==> src/rtl/mac4_seq.sv <==
// rtl/mac4_seq.sv - job sequencer around an external 4-bit MAC (out1 = in1*in2 + in3, mod 16)
// Optional abort input enabled by defining MAC4_SEQ_ABORT_EN.
module mac4_seq #(
   parameter int LEN_W = 3
) (
   input  logic             clk,
   input  logic             rst_n,
   input  logic             start,
   input  logic [LEN_W-1:0] len,
   input  logic [3:0]       acc_init,
   input  logic [3:0]       a_in,
   input  logic [3:0]       b_in,
   input  logic             in_valid,
   output logic             in_ready,
   output logic [3:0]       mac_in1,
   output logic [3:0]       mac_in2,
   output logic [3:0]       mac_in3,
   input  logic [3:0]       mac_out1,
   output logic [3:0]       res,
   output logic             res_valid,
   input  logic             res_ready,
`ifdef MAC4_SEQ_ABORT_EN
   input  logic             abort,
`endif
   output logic             busy
);

   typedef enum logic [1:0] {
      S_IDLE = 2'd0,
      S_ACC  = 2'd1,
      S_DONE = 2'd2
   } state_t;

   state_t           r_state;
   logic [3:0]       r_acc;
   logic [LEN_W-1:0] r_cnt;
   logic [3:0]       r_res;

   logic w_in_acc;
   logic w_beat;
   logic w_abort;

   assign w_in_acc = (r_state == S_ACC);
   assign w_beat   = w_in_acc & in_valid;

`ifdef MAC4_SEQ_ABORT_EN
   assign w_abort = abort & (r_state != S_IDLE);
`else
   assign w_abort = 1'b0;
`endif

   // Operands go straight to the MAC so the accumulate loop closes in one cycle.
   assign mac_in1   = w_in_acc ? a_in : 4'd0;
   assign mac_in2   = w_in_acc ? b_in : 4'd0;
   assign mac_in3   = r_acc;
   assign in_ready  = w_in_acc;
   assign res_valid = (r_state == S_DONE);
   assign res       = r_res;
   assign busy      = (r_state != S_IDLE);

   always_ff @(posedge clk or negedge rst_n) begin
      if (!rst_n) begin
         r_state <= S_IDLE;
         r_acc   <= 4'd0;
         r_cnt   <= '0;
         r_res   <= 4'd0;
      end else if (w_abort) begin
         // Abort wins over a same-cycle beat or result handshake; res keeps its old value.
         r_state <= S_IDLE;
         r_acc   <= 4'd0;
         r_cnt   <= '0;
      end else begin
         case (r_state)
            S_IDLE: begin
               if (start) begin
                  r_acc   <= acc_init;
                  r_cnt   <= len;
                  r_state <= S_ACC;
               end
            end
            S_ACC: begin
               if (w_beat) begin
                  r_acc <= mac_out1;
                  if (r_cnt == '0) begin
                     r_res   <= mac_out1;
                     r_state <= S_DONE;
                  end else begin
                     r_cnt <= r_cnt - LEN_W'(1);
                  end
               end
            end
            S_DONE: begin
               if (res_ready) begin
                  r_state <= S_IDLE;
               end
            end
            default: begin
               r_state <= S_IDLE;
            end
         endcase
      end
   end

endmodule
==> config.mk <==
export PLATFORM = sky130hd
export DESIGN_NAME = mac4_seq
export DESIGN_NICKNAME = d
export VERILOG_FILES = /design/src/rtl/mac4_seq.sv
export SDC_FILE = /design/constraint.sdc
export NUM_CORES = 1
export LEC_CHECK = 0
export CORE_MARGIN = 5
export CORE_UTILIZATION = 50
export CTS_CLUSTER_DIAMETER = 60
export DETAILED_ROUTE_END_ITERATION = 10
export DONT_BUFFER_PORTS = 1
export PLACE_DENSITY_LB_ADDON = 0.3
export SYNTH_ARGS = -nofsm -noshare
export SYNTH_HDL_FRONTEND = slang
export SYNTH_SLANG_ARGS = --single-unit
==> constraint.sdc <==
create_clock -name clk -period 1.9 [get_ports clk]
set_clock_uncertainty 0.1 [all_clocks]
set_input_delay 0.285 -clock clk [delete_from_list [all_inputs] [get_ports clk]]
set_output_delay 0.285 -clock clk [all_outputs]
set_load 0.02 [all_outputs]
# Word level (Yosys, flattened, before mapping)
# Cells that the tools add are included.
[totals] register_bits=13 in_bits=24 wordCells=35
[op_classes] add_sub_neg=1 n_eq_ne=7 mux=14 n_bitwise=1 reduce_logical=8
[ops] cell="$mux 4" count=4
[ops] cell="$mux 3" count=3
[ops] cell="$mux 2" count=4
[ops] cell="$pmux 4 s2" count=1
[ops] cell="$reduce_and 4->1" count=2
[ops] cell="$ne 2x1->1 const B" count=3
[ops] cell="$pmux 2 s3" count=1
[ops] cell="$pmux 3 s2" count=1
[ops] cell="$reduce_and 3->1" count=2
[ops] cell="$ne 2x2->1 const B" count=2
[ops] cell="$reduce_bool 2->1" count=2
[ops] cell="$logic_not 3->1" count=1
[ops] cell="$sub 3x1->3 const B" count=1
[ops] cell="$eq 2x1->1 const B" count=1
[ops] cell="$eq 2x2->1 const B" count=1
[ops] cell="$logic_not 2->1" count=1
[ops] cell="$and 1x1->1" count=1

# Logic depth before layout (Yosys ltp)
[logic_depth] ltp_word=4 ltp_mapped=6 depth_no_buf=6

# Least setup slack after synthesis
# No wires, ideal clock.
[synth_path] path_kind="register to register" start="register r_cnt[0]" end="register r_cnt[1]" arrival_time_ns=1.430 required_time_ns=1.721 setup_slack_ns=0.290 stages_incl_launch_ff=7 path_buffers=0 synth_period_minus_slack_ns=1.610 path_cell_list="dfrtp_1 > inv_1 > ha_1 > ha_1 > nand3b_1 > a21oi_1 > mux2i_1"
[synth_between] elab_chain_len=4
[synth_lines] item="from (decl)" line_no="36" rtl="logic [LEN_W-1:0] r_cnt;"
[synth_lines] item="from (signal assigned)" line_no="77" rtl="r_cnt <= len;"
[synth_lines] item="from (signal assigned)" line_no="88" rtl="r_cnt <= r_cnt - LEN_W'(1);"
[synth_lines] item="$sub 3x1->3" line_no="88"
[synth_lines] item="$mux 3" line_no="84" rtl="if (r_cnt == '0) begin"
[synth_lines] item="$mux 3" line_no="82" rtl="if (w_beat) begin"
[synth_lines] item="$pmux 3 s2" line_no="73" rtl="case (r_state)"
# Several ways; a longest one is shown, not always the timed one. The select of a mux whose other input is x is not followed.
# A chain may end at the register's enable or synchronous reset.

# Worst setup path in the final report
[layout_path] start="register r_state[1]" end="output mac_in1[0]"
[layout_between] elab_chain_len=2
[layout_lines] item="from (decl)" line_no="34" rtl="state_t r_state;"
[layout_lines] item="from (signal assigned)" line_no="63" rtl="r_state <= S_IDLE;"
[layout_lines] item="from (signal assigned)" line_no="69" rtl="r_state <= S_IDLE;"
[layout_lines] item="from (signal assigned)" line_no="78" rtl="r_state <= S_ACC;"
[layout_lines] item="$eq 2x1->1" line_no="43" rtl="assign w_in_acc = (r_state == S_ACC);"
[layout_lines] item="net in_ready" line_no="14" rtl="output logic in_ready,"
[layout_lines] item="$mux 4" line_no="53" rtl="assign mac_in1 = w_in_acc ? a_in : 4'd0;"
[layout_lines] item="to (decl)" line_no="15" rtl="output logic [3:0] mac_in1,"
# The timed path passes the listed nets, and every way through them passes these cells.

==> results.py <==
metrics = {
    "run_status": {
        "status": "finished, final reports clean",
    },
    "synth": {
        "synth_cell_type_count": 19,
        "yosys-mux-area-fraction_pct": 24.4,
        "yosys_warnings": 0,
        "synth-compound-area-share_pct": 5.76,
        "synth_area_leader_cell": "dfrtp_1",
        "synth.top_cell.area_share_pct": 44.1,
        "synthAdderAreaFrac_pct": 3.39,
        "synth-simple-area-share_pct": 17.3,
        "ys_seq_area_share_pct": 44.1,
        "synth_edf_count": 0,
        "synthArstFlopShare_pct": 100,
        "synth_top_family_by_area": "multiplexers",
        "synthCells": 62,
        "syn_area_sq_um": 738,
        "ys_ff_latch": 13,
        "synth_ff_type": "dfrtp_1",
        "synth_xor_area_share_pct": 0,
        "synth_fp_nets": 88,
        "synth.top_cells.by_area": "dfrtp_1 44%, mux2_2 12%, mux2_4 8.1%",
        "synth.avg_cell_area_sq_um": 11.9,
    },
    "worst_setup_path": {
        "crit_chain": "nor2b_2, buf_12, and2_1",
        "cp_slowest_stage_delay_ps": 480,
        "arrival_ps": 1380,
        "crit_fanout": 16,
        "start_kind": "register",
        "critPathCaptureType": "primary output",
        "rr_startpoint": "r_cnt[0]",
        "crit_required_ps": 1510,
        "timing.rr.end": "r_cnt[1]",
        "worst_path_max_delay_cell": "dfrtp_1",
        "ff2ff_path_depth": 6,
        "crit_start": "r_state[1]",
        "ff2ff_setup_slack_ps": 210,
        "path_class": "reg -> out",
    },
    "cts": {
        "postCtsSetupBuffers": 0,
        "cts_made_buffers": 3,
        "cts_tree": "built",
        "cts_buffer_depth": 2,
        "clockRootBuffer": "clkbuf_4",
        "clk-insertion-delay-late_ps": 270,
        "cts.htree.levels": 1,
        "path_clk_slew_ps": 80,
        "cts_sinks": 13,
    },
    "hold_path": {
        "min_delay_path_depth": 1,
        "hold_path.class": "in -> reg",
        "holdPathEnd": "res[0]",
        "min_from": "mac_out1[0]",
    },
    "placed_design": {
        "place_inst": 77,
        "io_buffers": 0,
        "place.gp.congestion": 0.685,
        "dpl.hpwl_microns": 1130,
    },
    "sta": {
        "slew-limit-headroom_pct": 62.7,
        "fin_crit_ps": 1770,
        "setup_viol": 0,
        "setup_tns_ps": 0,
        "rsz0062_at_grt": "false",
        "tightest_slew_ps": 558,
        "post-route-period-util_pct": 93.1,
        "fmax_ghz": 0.566,
        "finalHoldViolations": 0,
        "final_max_slew_viol_count": 0,
    },
    "detailed_routing": {
        "avgViaCountPerCell": 5.72,
        "totalWireLength_microns": 1400,
        "wl_per_cell_microns": 16.8,
        "ant_nets": 0,
        "firstDrtPassIters": 2,
        "drc": 0,
        "initialDrtViolationCount": 2,
        "vias": 475,
    },
    "power": {
        "ir_drop_v": 0.000810,
        "p_leak_nw": 0.396,
        "powerDensity_nw_per_um2": 1820,
    },
    "finish": {
        "area_growth_pct": 11.0,
        "fillers": 118,
        "insertedDiodeCount": 0,
        "nets": 95,
        "regArea_sq_um": 325,
        "multi_input_area_sq_um": 382,
        "drive_gt1_share_pct": 33.8,
        "layout.cells.non_filler": 83,
    },
    "die": {
        "core_area_sq_um": 1350,
        "die_x_microns": 48.4,
        "start_util_pct": 54.7,
        "row_count": 13,
        "die_area_sq_um": 2340,
        "ios": 43,
        "die_y_microns": 48.4,
    },
    "grt": {
        "antenna_found_initial": 0,
        "grt_max_degree": 17,
        "grt_overflow": 0,
        "first_global_vias": 537,
        "track_usage_pct": 12.8,
        "grt_pass1_wl_microns": 2400,
    },
    "run": {
        "maxCapViolations": 0,
    },
}
==> where the power goes <==
part           switching (mW)  internal [mW]  leakage, nW
clock                  0.0851         0.0779       0.0177
sequential              0.187          0.410        0.155
combinational           0.371          0.360        0.224
total                   0.643          0.847        0.396
==> state kept, by name, indices dropped and copies added (netlist names) <==
signal and flops:
mac_in3 4, res 4, r_cnt 3, r_state 2
==> cell families (layout without fill, tap and decap cells) <==
| kind of cell | Yosys count | count (layout) |
|---|---|---|
| fa+ha+maj | 2 | 2 |
| mux | 15 | 15 |
| compound gates | 7 | 7 |
| simple gates | 18 | 18 |
| buf+inv | 7 | 13 |
| flops | 13 | 13 |
==> layout make-up <==
class                           count  area share (%)
Clock inverter                      1           0.611
Timing Repair Buffer                4            5.80
Inverter                            5            2.29
Sequential cell                    13            39.7
Clock buffer                        3            2.75
Multi-Input combinational cell     42            46.6
Tap cell                           15            2.29
==> layout by cell type (no fill, tap or decap) <==
cell type / synthesis / layout
ha_1: 2 / 2
mux2i_1: 3 / 3
clkinv_2: 0 / 1
and2_1: 8 / 8
or2_2: 1 / 1
mux2_2: 8 / 8
nand2b_4: 1 / 1
mux2_4: 4 / 4
buf_12: 0 / 1
dlygate4sd3_1: 0 / 2
a21oi_2: 0 / 1
nand3_4: 1 / 1
dfrtp_1: 13 / 13
buf_4: 1 / 1
nor2b_2: 0 / 1
a21oi_1: 3 / 2
o21ai_0: 2 / 2
or2b_1: 1 / 1
inv_1: 5 / 5
o22a_1: 2 / 2
clkbuf_4: 0 / 3
nand2_1: 3 / 3
nand3b_1: 2 / 2
==> metal layers <==
layer | vias to the layer above | GRT usage (%) | share of wire (%) | wire length (microns)
met3 | 2 | 5.50 | 10 | 143
met1 | 218 | 16.1 | 42 | 592
met2 | 33 | 18.7 | 46 | 636
met5 | - | 0 | 0 | 0
met4 | 0 | 5.53 | 1.6 | 22
li1 | 222 | - | - | -
==> cell usage after synthesis, types with 2 or more instances <==
cell type and number:
nand2_1 3, inv_1 5, ha_1 2, mux2i_1 3
nand3b_1 2, a21oi_1 3, o21ai_0 2, o22a_1 2
and2_1 8, mux2_4 4, dfrtp_1 13, mux2_2 8
==> worst max-delay path by stage <==
stage / to / slack, ps / cells after the start
2_1_floorplan: r_cnt[1] / 290 / 6
3_3_place_gp: r_cnt[1] / 230 / 6
3_5_place_dp: r_cnt[1] / 150 / 6
4_1_cts: mac_in1[0] / 60 / 3
5_1_grt: mac_in1[3] / 30 / 3
6_report: mac_in1[0] / 130 / 3
==> what timing repair did <==
item,in CTS,in global routing
hold buffers,1,1
endpoints found under the setup margin,0,10
hold endpoints to repair,13,1
gates resized for setup,0,2
==> worst max-delay path: cells and delay by family, from the launching register on <==
kind / cells / cell delay (ps)
DFF: 1 / 480
and+or+nand+nor: 2 / 450
buffers and inverters: 1 / 180
==> metrics by stage <==
stage	power, mW	area (sq um)	utilization [%]	hold slack [ps]	setup slack [ps]
after floorplan	1.19	738	-	-111	290
after global placement	1.31	766	56.7	-110	231
after detailed placement	1.32	766	56.7	-110	154
after global routing	1.61	820	60.7	37.7	28.1
final	1.49	820	60.7	60.2	132
after CTS	1.50	803	59.5	11.9	61.3
(Power assumes the default switching activity.)
